===== config.mk =====
export PLATFORM = sky130hd
export DESIGN_NAME = ascon_req_arbiter_flat
export DESIGN_NICKNAME = d
export VERILOG_FILES = /design/src/rtl/ascon_pkg.sv /design/src/rtl/ascon_req_arbiter_if.sv /design/src/rtl/ascon_rr_arb2.sv /design/src/rtl/ascon_req_arbiter.sv /design/src/flat_wrapper.sv
export SDC_FILE = /design/constraint.sdc
export NUM_CORES = 1
export LEC_CHECK = 0
export ABC_CLOCK_PERIOD_IN_PS = 2550
export CAP_MARGIN = 20
export CORE_AREA = 2 2 511 513
export CTS_CLUSTER_SIZE = 8
export DETAILED_ROUTE_END_ITERATION = 8
export DIE_AREA = 0 0 513 515
export PLACE_DENSITY = 0.3
export SLEW_MARGIN = 20
export SYNTH_ARGS = -nofsm -noshare
export SYNTH_HDL_FRONTEND = slang
export SYNTH_SLANG_ARGS = --single-unit

===== constraint.sdc =====
create_clock -name clk -period 2.55 [get_ports clk]
set_clock_uncertainty 0.15 [all_clocks]
set_input_delay 0.6375 -clock clk [delete_from_list [all_inputs] [get_ports clk]]
set_output_delay 0.6375 -clock clk [all_outputs]
set_load 0.02 [all_outputs]

===== src/rtl/ascon_pkg.sv =====
// Shared types and constants for the ASCON request arbiter.
//   arb_state_t     : arbiter FSM state encoding
//   OP_ENC / OP_DEC : per-request operation code
//   TIMEOUT_CYC_DEF : default BUSY-cycle budget before a job is aborted
package ascon_pkg;

   typedef enum logic [2:0] {
      ST_IDLE,
      ST_START,
      ST_BUSY,
      ST_SETTLE,
      ST_RESP
   } arb_state_t;

   localparam logic OP_ENC = 1'b0;
   localparam logic OP_DEC = 1'b1;

   localparam int TIMEOUT_CYC_DEF = 64;

endpackage


===== src/rtl/ascon_req_arbiter_if.sv =====
// Bundle of request, response and engine-side signals of the arbiter.
//   slave  : the arbiter view (consumes requests/engine results, drives grants,
//            responses and engine controls)
//   master : the view of the requesters and the engine
interface ascon_req_arbiter_if;

   logic [1:0]   req;
   logic [1:0]   req_op;
   logic [127:0] req_nonce0;
   logic [127:0] req_nonce1;
   logic [31:0]  req_pt0;
   logic [31:0]  req_pt1;
   logic [159:0] req_ct0;
   logic [159:0] req_ct1;
   logic [1:0]   gnt;

   logic [1:0]   rsp_valid;
   logic [1:0]   rsp_ready;
   logic [31:0]  rsp_data;
   logic [127:0] rsp_tag;
   logic         rsp_fail;
   logic         rsp_timeout;

   logic         eng_en;
   logic         eng_enc_start;
   logic         eng_dec_start;
   logic [127:0] eng_nonce;
   logic [31:0]  eng_pt;
   logic [159:0] eng_ct;
   logic         eng_enc_done;
   logic         eng_auth_done;
   logic         eng_dec_fail;
   logic [31:0]  eng_msg;
   logic [127:0] eng_tag;

   modport slave (
      input  req, req_op, req_nonce0, req_nonce1, req_pt0, req_pt1, req_ct0, req_ct1,
      output gnt,
      output rsp_valid, rsp_data, rsp_tag, rsp_fail, rsp_timeout,
      input  rsp_ready,
      output eng_en, eng_enc_start, eng_dec_start, eng_nonce, eng_pt, eng_ct,
      input  eng_enc_done, eng_auth_done, eng_dec_fail, eng_msg, eng_tag
   );

   modport master (
      output req, req_op, req_nonce0, req_nonce1, req_pt0, req_pt1, req_ct0, req_ct1,
      input  gnt,
      input  rsp_valid, rsp_data, rsp_tag, rsp_fail, rsp_timeout,
      output rsp_ready,
      input  eng_en, eng_enc_start, eng_dec_start, eng_nonce, eng_pt, eng_ct,
      output eng_enc_done, eng_auth_done, eng_dec_fail, eng_msg, eng_tag
   );

endinterface


===== src/rtl/ascon_rr_arb2.sv =====
// Two-port round-robin picker.
//   clk, rst : clock, synchronous active-high reset
//   req      : request vector
//   take     : the current pick is being accepted; update the pointer
//   pick     : one-hot winner (0 when no request)
//   win_id   : index of the winner
// The pointer holds the last-granted port and resets to 1 so port 0 wins
// the first contention.
module ascon_rr_arb2 (
   input  logic       clk,
   input  logic       rst,
   input  logic [1:0] req,
   input  logic       take,
   output logic [1:0] pick,
   output logic       win_id
);

   logic last;

   always_comb begin
      win_id = 1'b0;
      pick   = 2'b00;
      case (req)
         2'b01:   win_id = 1'b0;
         2'b10:   win_id = 1'b1;
         2'b11:   win_id = ~last;
         default: win_id = 1'b0;
      endcase
      if (req != 2'b00)
         pick = win_id ? 2'b10 : 2'b01;
   end

   always_ff @(posedge clk) begin
      if (rst)
         last <= 1'b1;
      else if (take)
         last <= win_id;
   end

endmodule


===== src/rtl/ascon_req_arbiter.sv =====
// Arbitrates two requesters onto one ASCON engine and returns the result to
// the granted port.
//   clk, rst : clock, synchronous active-high reset
//   bus      : request/response/engine bundle (slave view)
//   TIMEOUT_CYC : BUSY cycles allowed before the job is aborted
//
// state  | meaning
// IDLE   | sample req, grant a winner and latch its job
// START  | one-cycle start pulse to the engine
// BUSY   | wait for engine completion or timeout
// SETTLE | one cycle after decrypt auth done before capturing fail/msg
// RESP   | hold response until the owning port accepts it
module ascon_req_arbiter
   import ascon_pkg::*;
#(
   parameter int TIMEOUT_CYC = TIMEOUT_CYC_DEF
) (
   input logic clk,
   input logic rst,
   ascon_req_arbiter_if.slave bus
);

   localparam int TW = $clog2(TIMEOUT_CYC + 1);

   arb_state_t   state, nxt;
   logic [1:0]   pick;
   logic         win_id;
   logic         do_grant, do_enc_cap, do_dec_cap, do_tmo, do_hs;

   logic         job_op;
   logic         job_id;
   logic [127:0] job_nonce;
   logic [31:0]  job_pt;
   logic [159:0] job_ct;
   logic [TW-1:0] tmo_cnt;
   logic         tmo_hit;

   logic [1:0]   gnt_q;
   logic [31:0]  rsp_data_q;
   logic [127:0] rsp_tag_q;
   logic         rsp_fail_q;
   logic         rsp_timeout_q;

   ascon_rr_arb2 u_arb (
      .clk    (clk),
      .rst    (rst),
      .req    (bus.req),
      .take   (do_grant),
      .pick   (pick),
      .win_id (win_id)
   );

   // Last permitted BUSY cycle: the counter starts at 0 on the first one.
   assign tmo_hit = (tmo_cnt == TW'(TIMEOUT_CYC - 1));

   always_ff @(posedge clk) begin
      if (rst)
         state <= ST_IDLE;
      else
         state <= nxt;
   end

   always_comb begin
      nxt        = state;
      do_grant   = 1'b0;
      do_enc_cap = 1'b0;
      do_dec_cap = 1'b0;
      do_tmo     = 1'b0;
      do_hs      = 1'b0;
      case (state)
         ST_IDLE: begin
            if (bus.req != 2'b00) begin
               do_grant = 1'b1;
               nxt      = ST_START;
            end
         end
         ST_START: nxt = ST_BUSY;
         ST_BUSY: begin
            // Completion wins over a timeout landing on the same cycle.
            if (job_op == OP_ENC && bus.eng_enc_done) begin
               do_enc_cap = 1'b1;
               nxt        = ST_RESP;
            end else if (job_op == OP_DEC && bus.eng_auth_done) begin
               nxt = ST_SETTLE;
            end else if (tmo_hit) begin
               do_tmo = 1'b1;
               nxt    = ST_RESP;
            end
         end
         ST_SETTLE: begin
            do_dec_cap = 1'b1;
            nxt        = ST_RESP;
         end
         ST_RESP: begin
            if (bus.rsp_ready[job_id]) begin
               do_hs = 1'b1;
               nxt   = ST_IDLE;
            end
         end
         default: nxt = ST_IDLE;
      endcase
   end

   always_ff @(posedge clk) begin
      if (rst) begin
         gnt_q         <= '0;
         job_op        <= 1'b0;
         job_id        <= 1'b0;
         job_nonce     <= '0;
         job_pt        <= '0;
         job_ct        <= '0;
         tmo_cnt       <= '0;
         rsp_data_q    <= '0;
         rsp_tag_q     <= '0;
         rsp_fail_q    <= 1'b0;
         rsp_timeout_q <= 1'b0;
      end else begin
         gnt_q <= '0;
         if (do_grant) begin
            gnt_q     <= pick;
            job_id    <= win_id;
            job_op    <= bus.req_op[win_id];
            job_nonce <= win_id ? bus.req_nonce1 : bus.req_nonce0;
            job_pt    <= win_id ? bus.req_pt1    : bus.req_pt0;
            job_ct    <= win_id ? bus.req_ct1    : bus.req_ct0;
         end
         if (state == ST_START)
            tmo_cnt <= '0;
         else if (state == ST_BUSY)
            tmo_cnt <= tmo_cnt + 1'b1;
         if (do_enc_cap) begin
            rsp_tag_q  <= bus.eng_tag;
            rsp_data_q <= bus.eng_msg;
            rsp_fail_q <= 1'b0;
         end
         if (do_dec_cap) begin
            rsp_fail_q <= bus.eng_dec_fail;
            rsp_data_q <= bus.eng_msg;
            rsp_tag_q  <= '0;
         end
         if (do_tmo) begin
            rsp_timeout_q <= 1'b1;
            rsp_fail_q    <= 1'b1;
            rsp_data_q    <= '0;
         end
         if (do_hs)
            rsp_timeout_q <= 1'b0;
      end
   end

   assign bus.gnt           = gnt_q;
   assign bus.rsp_valid     = (state == ST_RESP) ? (job_id ? 2'b10 : 2'b01) : 2'b00;
   assign bus.rsp_data      = rsp_data_q;
   assign bus.rsp_tag       = rsp_tag_q;
   assign bus.rsp_fail      = rsp_fail_q;
   assign bus.rsp_timeout   = rsp_timeout_q;

   // Dropping eng_en in IDLE/RESP lets the engine clear its done flags.
   assign bus.eng_en        = (state == ST_START) || (state == ST_BUSY) || (state == ST_SETTLE);
   assign bus.eng_enc_start = (state == ST_START) && (job_op == OP_ENC);
   assign bus.eng_dec_start = (state == ST_START) && (job_op == OP_DEC);
   assign bus.eng_nonce     = job_nonce;
   assign bus.eng_pt        = job_pt;
   assign bus.eng_ct        = job_ct;

endmodule

===== src/flat_wrapper.sv =====
// flat-port wrapper written by rule: the top's interface ports become plain ports
module ascon_req_arbiter_flat import ascon_pkg::*;
#(
   parameter int TIMEOUT_CYC = TIMEOUT_CYC_DEF
)
  (clk, rst, bus_req, bus_req_op, bus_req_nonce0, bus_req_nonce1, bus_req_pt0, bus_req_pt1, bus_req_ct0, bus_req_ct1, bus_gnt, bus_rsp_valid, bus_rsp_data, bus_rsp_tag, bus_rsp_fail, bus_rsp_timeout, bus_rsp_ready, bus_eng_en, bus_eng_enc_start, bus_eng_dec_start, bus_eng_nonce, bus_eng_pt, bus_eng_ct, bus_eng_enc_done, bus_eng_auth_done, bus_eng_dec_fail, bus_eng_msg, bus_eng_tag);
  ascon_req_arbiter_if bus_i ();
  input logic clk;
  input logic rst;
  input wire logic [$bits(bus_i.req)-1:0] bus_req;
  input wire logic [$bits(bus_i.req_op)-1:0] bus_req_op;
  input wire logic [$bits(bus_i.req_nonce0)-1:0] bus_req_nonce0;
  input wire logic [$bits(bus_i.req_nonce1)-1:0] bus_req_nonce1;
  input wire logic [$bits(bus_i.req_pt0)-1:0] bus_req_pt0;
  input wire logic [$bits(bus_i.req_pt1)-1:0] bus_req_pt1;
  input wire logic [$bits(bus_i.req_ct0)-1:0] bus_req_ct0;
  input wire logic [$bits(bus_i.req_ct1)-1:0] bus_req_ct1;
  output wire logic [$bits(bus_i.gnt)-1:0] bus_gnt;
  output wire logic [$bits(bus_i.rsp_valid)-1:0] bus_rsp_valid;
  output wire logic [$bits(bus_i.rsp_data)-1:0] bus_rsp_data;
  output wire logic [$bits(bus_i.rsp_tag)-1:0] bus_rsp_tag;
  output wire logic [$bits(bus_i.rsp_fail)-1:0] bus_rsp_fail;
  output wire logic [$bits(bus_i.rsp_timeout)-1:0] bus_rsp_timeout;
  input wire logic [$bits(bus_i.rsp_ready)-1:0] bus_rsp_ready;
  output wire logic [$bits(bus_i.eng_en)-1:0] bus_eng_en;
  output wire logic [$bits(bus_i.eng_enc_start)-1:0] bus_eng_enc_start;
  output wire logic [$bits(bus_i.eng_dec_start)-1:0] bus_eng_dec_start;
  output wire logic [$bits(bus_i.eng_nonce)-1:0] bus_eng_nonce;
  output wire logic [$bits(bus_i.eng_pt)-1:0] bus_eng_pt;
  output wire logic [$bits(bus_i.eng_ct)-1:0] bus_eng_ct;
  input wire logic [$bits(bus_i.eng_enc_done)-1:0] bus_eng_enc_done;
  input wire logic [$bits(bus_i.eng_auth_done)-1:0] bus_eng_auth_done;
  input wire logic [$bits(bus_i.eng_dec_fail)-1:0] bus_eng_dec_fail;
  input wire logic [$bits(bus_i.eng_msg)-1:0] bus_eng_msg;
  input wire logic [$bits(bus_i.eng_tag)-1:0] bus_eng_tag;
  assign bus_i.req = bus_req;
  assign bus_i.req_op = bus_req_op;
  assign bus_i.req_nonce0 = bus_req_nonce0;
  assign bus_i.req_nonce1 = bus_req_nonce1;
  assign bus_i.req_pt0 = bus_req_pt0;
  assign bus_i.req_pt1 = bus_req_pt1;
  assign bus_i.req_ct0 = bus_req_ct0;
  assign bus_i.req_ct1 = bus_req_ct1;
  assign bus_gnt = bus_i.gnt;
  assign bus_rsp_valid = bus_i.rsp_valid;
  assign bus_rsp_data = bus_i.rsp_data;
  assign bus_rsp_tag = bus_i.rsp_tag;
  assign bus_rsp_fail = bus_i.rsp_fail;
  assign bus_rsp_timeout = bus_i.rsp_timeout;
  assign bus_i.rsp_ready = bus_rsp_ready;
  assign bus_eng_en = bus_i.eng_en;
  assign bus_eng_enc_start = bus_i.eng_enc_start;
  assign bus_eng_dec_start = bus_i.eng_dec_start;
  assign bus_eng_nonce = bus_i.eng_nonce;
  assign bus_eng_pt = bus_i.eng_pt;
  assign bus_eng_ct = bus_i.eng_ct;
  assign bus_i.eng_enc_done = bus_eng_enc_done;
  assign bus_i.eng_auth_done = bus_eng_auth_done;
  assign bus_i.eng_dec_fail = bus_eng_dec_fail;
  assign bus_i.eng_msg = bus_eng_msg;
  assign bus_i.eng_tag = bus_eng_tag;
  ascon_req_arbiter #(.TIMEOUT_CYC(TIMEOUT_CYC)) u_core (.clk(clk), .rst(rst), .bus(bus_i));
endmodule

; After elaboration in Yosys (flattened, before gate mapping)
; Index checks and enable logic that the tools add are counted.
[classes]
addsub = 1
order_cmp = 2
n_eq_ne = 10
n_mux = 33
n_bitwise = 4
reduce_logical = 16
[op_table]
columns = cell, count
row1 = two-way mux 160 bit, 1
row2 = two-way mux 128 bit, 1
row3 = two-way mux 32 bit, 3
row4 = two-way mux 1 bit, 18
row5 = two-way mux 3 bit, 5
row6 = case mux 3 bit (5 select lines), 1
row7 = OR reduction 2 bit, 4
row8 = "adder 7 x 1 -> 7 bit, second input constant", 1
row9 = "== test 7 x 6 -> 1 bit, second input constant", 1
row10 = "== test 3 x 2 -> 1 bit, second input constant", 2
row11 = two-way mux 2 bit, 3
row12 = "== test 2 bit, second input constant", 2
row13 = logical AND 1 bit, 4
row14 = "< comparator 1 x 2 -> 1 bit, second input constant", 2
row15 = "!= test 2 x 1 -> 1 bit, second input constant", 2
row16 = "!= test 4 x 1 -> 1 bit, second input constant", 1
row17 = NOT 1 bit, 4
row18 = nonzero test 2 bit, 2
row19 = "== test 3 x 1 -> 1 bit, second input constant", 1
row20 = "== test 3 bit, second input constant", 1
row21 = zero test 3 bit, 1
row22 = AND reduction 3 bit, 1
row23 = nonzero test 3 bit, 1
row24 = OR reduction 3 bit, 1
row25 = 2 further kinds, 3
[word_totals]
reg_bits = 497
in_bits = 811
out_inout_bits = 489
word_cells = 79

; Logic depth before layout (Yosys ltp)
[logic_depth]
word_depth = 7
mapped_depth = 7

; Hierarchy
; From an unflattened synthesis, not the netlist that was laid out.
[hier_totals]
cells_unflattened = 2220
hier_area_um2 = 21894.7
[by_module_without_submodules]
columns = mod, instances, cells_each, area_each_um2, seq_area_each_um2
row1 = ascon_req_arbiter, 1, 2213, 21829.7, 9929.5
row2 = ascon_rr_arb2, 1, 7, 65.1, 20.0

; Worst setup path after synthesis
; No wires, ideal clock.
[synth_path]
path_type = input to register
startpoint = in bus_req[1]
endpoint = reg u_core.job_ct[0] (netlist: u_core.bus.eng_ct[0])
setup_ns = 0.132
arrival_ns = 1.760
required_time_ns = 2.268
path_slack_ns = 0.509
stages = 7
cell_sequence = or2_2 -> and2_1 -> buf_2 -> buf_4 -> buf_4 -> o22ai_1 -> nor3_1
[synth_via]
elab_chain_cells = 3
word_cells_on_any_way = 7
cone_classes = eq/ne: 2 / mux: 4 / reduce/logical: 1
[synth_rtl]
columns = item, line
row1 = from (decl), flat_wrapper.sv:10  ; input wire logic [$bits(bus_i.req)-1:0] bus_req;
row2 = == test 2 bit or nonzero test 2 bit (tied branches), "ascon_rr_arb2.sv:23, ascon_req_arbiter.sv:72"
row3 = case mux 1 bit (2 select lines) or two-way mux 1 bit (tied branches), "ascon_rr_arb2.sv:23, ascon_req_arbiter.sv:72"
row4 = two-way mux 160 bit or two-way mux 1 bit (tied branches), "ascon_req_arbiter.sv:125, ascon_req_arbiter.sv:70"
row5 = to (signal assigned), ascon_req_arbiter.sv:125  ; job_ct <= win_id ? bus.req_ct1 : bus.req_ct0;
row6 = to (decl), ascon_req_arbiter.sv:34  ; logic [159:0] job_ct;
; Several ways; a longest one is shown, not always the timed one.
; A chain may end at the register's enable or synchronous reset.

; Worst setup path in the final report
[layout_path]
startpoint = reg u_core.rsp_data_q[25] (netlist: u_core.bus.rsp_data[25])
endpoint = out bus_rsp_data[25]
[layout_rtl]
columns = item, line
row1 = from (decl), ascon_req_arbiter.sv:39  ; logic [31:0] rsp_data_q;
row2 = from (signal assigned), ascon_req_arbiter.sv:133  ; rsp_data_q <= bus.eng_msg;
row3 = from (signal assigned), ascon_req_arbiter.sv:138  ; rsp_data_q <= bus.eng_msg;
row4 = to (decl), flat_wrapper.sv:20  ; output wire logic [$bits(bus_i.rsp_data)-1:0] bus_rsp_data;
; No word-level cell between the ends.

==> run metrics <==
Port Buffers 1299; largest net degree at the start of global routing 81; Final Total Pwr 30.7 mW; clock network latency to the later pin of the worst-skew pair 690 ps; fraction of synthesized cell area taken by the top area cell type 54.5%; filler cell count 29.4k; Syn Nets 2948; met1 Use GR 15.6%; number of routed nets with antenna violations 0; number of DRC markers in iteration 0 1275; WL final 185 mm; cts bufs inserted 79; met3 track utilization from global routing 7.93%; area leader, netlist dfxtp_1; Crit. End Element primary output; leakage power 14.4 nW; wire length of the first global-routing pass 236 mm; number of placed I/O pins 1300; routing usage on met2 21.2%; number of rows in the core area 187; estimated wirelength of the detail-placed design 156 mm; headroom to the max-slew limit 57.5%; Arrival @ worst endpoint 1690 ps; core outline area 259000 um2; maximum fanout encountered on the critical timing path 2; setup violators final 0; die height 515 um; maximum clock frequency 403 MHz; proportion of synthesized area in mux cells 0.171%; count of TritonRoute iterations in the first routing pass 5; unrepaired setup endpoints after global routing true; Root Driver clkbuf_16; number of global-route vias before repair 22.7k; Slowest Stage Delay on Critical Path 630 ps; share of the synthesized netlist area taken by xor and xnor gates 0.288%; min cycle time layout 2480 ps; GPL Wtd Cong 0.847; initial antenna violation count 156; IR Drop Worst-Case VDD 0.434 mV; average detailed-routed wire length per instance 26.8 um; largest family of logic cells by synthesized area simple AND/OR/NAND/NOR gates; total routing usage reported by global routing 13.5%; Seq. cell area 9960 um2; minimum hold slack 148 ps; count of buffering cells on the critical path with inverters included 1; simple-gate share of the synthesized area 22.6%; die width 513 um; fraction of the yosys area taken by sequential cells 54.5%; number of distinct library cells after synthesis 44; Slew @ Worst Pin 641 ps; area of the die 264000 um2; critical path, cell by cell dlygate4sd2_1; max-cap check violation count 0; synthesized netlist cell count 2136; Total Nets Final 4255; DRC violations left 0; mean number of vias per cell 3.23; clock edge transition at the registers on the reported setup and hold paths 50 ps; Initial Util 7.06%; complex-gate fraction of the synthesized area 17.3%; adder and majority cell fraction of the synthesized area 0.0685%; run status complete, no violations; type of the most critical hold path input pin to flop; critical path required time 1760 ps; area post-placement 36000 um2; main area contributors after synthesis dfxtp_1 (55%), o22ai_1 (8.7%), nor3_1 (7.0%); portion of the clock cycle consumed by the worst path in the final layout 97.3%; global routing's busiest layer met2; worst setup path category flop to primary output; #FFs+latches synth 497; number of buffers added to fix hold violations after cts 0; Crit path max-delay family buffers and inverters; power density relative to cell area 802 nW/um2; Hold Vio Cnt, Final 0; share of the core filled with cells in the final layout 14.8%; slowest CP cell dlygate4sd2_1; Post-Route Setup TNS 0 ps; Startpoint Class flop; clock tree from TritonCTS yes; maximum clock path buffer count 3; layout overhead on the synthesized area 109%; layout cells sized above 1 7.87%; multi-input combinational cell area 7480 um2; Avg Synthesized Cell Area 8.55 um2; post-synthesis cell area 18300 um2; Ys Warns 0; pins over their slew limit 0; final non-filler cell area 38200 um2; CTS sink cnt 497; via count 22.3k; maximum level of the CTS H-tree 3; sum of overflow across all layers after global routing 0
## Yosys cell counts (all sizes together)
cell,n
dfxtp,497
nand2,329
nor2,266
nor3,255
o22ai,254
a21oi,163
buf,116
clkbuf,72
and2,70
a221o,68
nor2b,5
nand3,4
xor2,4
nand2b,3
nand4,3
and3,2
inv,2
mux2i,2
nor3b,2
or2,2
xnor2,2
a2111oi,1
a211oi,1
a21o,1
a311oi,1
a32oi,1
and2b,1
and3b,1
and4,1
ha,1
mux2,1
o211ai,1
o21a,1
o21ai,1
o41ai,1
or3,1
## layer usage
metal  part of all wire (%)  vias up
li1                       -    10200
met4                    2.5       78
met1                     40    10500
met2                     43     1225
met5                   0.27        -
met3                     14      319
## logic make-up after synthesis
logic type	Yosys count
AND/OR/NAND/NOR	945
flip-flops	497
AO/OA/AOI/OAI	494
buffers and inverters	190
XOR/XNOR	6
multiplexers	3
adder cells (fa/ha/maj)	1
## flip-flops by register name, summed over array words and instances, names as in the netlist
register / cells
u_core.bus.eng_ct: 160
u_core.bus.eng_nonce: 128
u_core.bus.eng_pt: 32
u_core.bus.gnt: 2
u_core.bus.rsp_data: 32
u_core.bus.rsp_fail: 1
u_core.bus.rsp_tag: 128
u_core.bus.rsp_timeout: 1
u_core.job_id: 1
u_core.job_op: 1
u_core.state: 3
u_core.tmo_cnt: 7
u_core.u_arb.last: 1
## final timing paths
kind | startpoint | to | slack, ps | cells after the start
worst max-delay path | u_core.bus.rsp_data[25]$_SDFFE_PP0P_ | bus_rsp_data[25] | 70 | 1
worst min-delay path | rst | u_core.bus.rsp_fail$_SDFFE_PP0P_ | 150 | 2
worst max register to register | u_core.state[0]$_SDFFE_PP0P_ | u_core.bus.eng_pt[3]$_SDFFE_PP0P_ | 240 | 7
worst min register to register | u_core.bus.rsp_tag[46]$_SDFFE_PP0P_ | u_core.bus.rsp_tag[46]$_SDFFE_PP0P_ | 300 | 2
## layout make-up
cell class,instances,area share [%]
well taps,3402,11.1
multi-input cells,1449,19.6
diodes,35,0.229
repair buffers,1414,36.6
clock buffers,104,5.65
flip-flops and latches,497,26.0
clock inverters,15,0.769
inverters,2,0.0196
## timing repair
item / 4_1_cts / 5_1_grt
endpoints found under the setup margin: 340 / 12
pin swaps: 1 / 1
setup buffers: 1 / 0
gates resized for setup: 370 / 14
## cells in the final DEF, fill, tap and decap left out, drive strengths merged, types with 3 or more instances in the layout
cell / n
nand3: 4
nand2b: 3
nor3: 255
nor2b: 5
buf: 146
nand4: 3
o22ai: 254
nand2: 329
dlygate4sd2: 324
diode: 35
xor2: 4
clkdlybuf4s50: 927
a21oi: 163
clkdlybuf4s15: 10
dlymetal6s2s: 5
bufinv: 3
dfxtp: 497
clkinv: 9
and2: 70
inv: 4
nor2: 266
a221o: 68
clkbuf: 106
## metrics by stage
step                cells  worst slack, ps
global placement     6764            -78.5
floorplan            2136              509
finish               6918             67.8
detailed placement   6764            -95.2
CTS                  6883            -15.6
global route         6890            -45.1
## worst register-to-register path, cell delays in order (launching register included)
cell and delay (ps):
dfxtp_4 350, buf_4 190, nor3_4 370, and2_4 260
buf_12 160, buf_4 430, o22ai_1 140, nor3_1 180
## report_power, final
group          switching, mW  leakage, nW  internal, mW
Clock                   4.66         1.19          6.25
Sequential             0.752         4.09          8.97
Combinational           5.74         9.14          4.29
Total                   11.2         14.4          19.5
(Power assumes the default switching activity.)
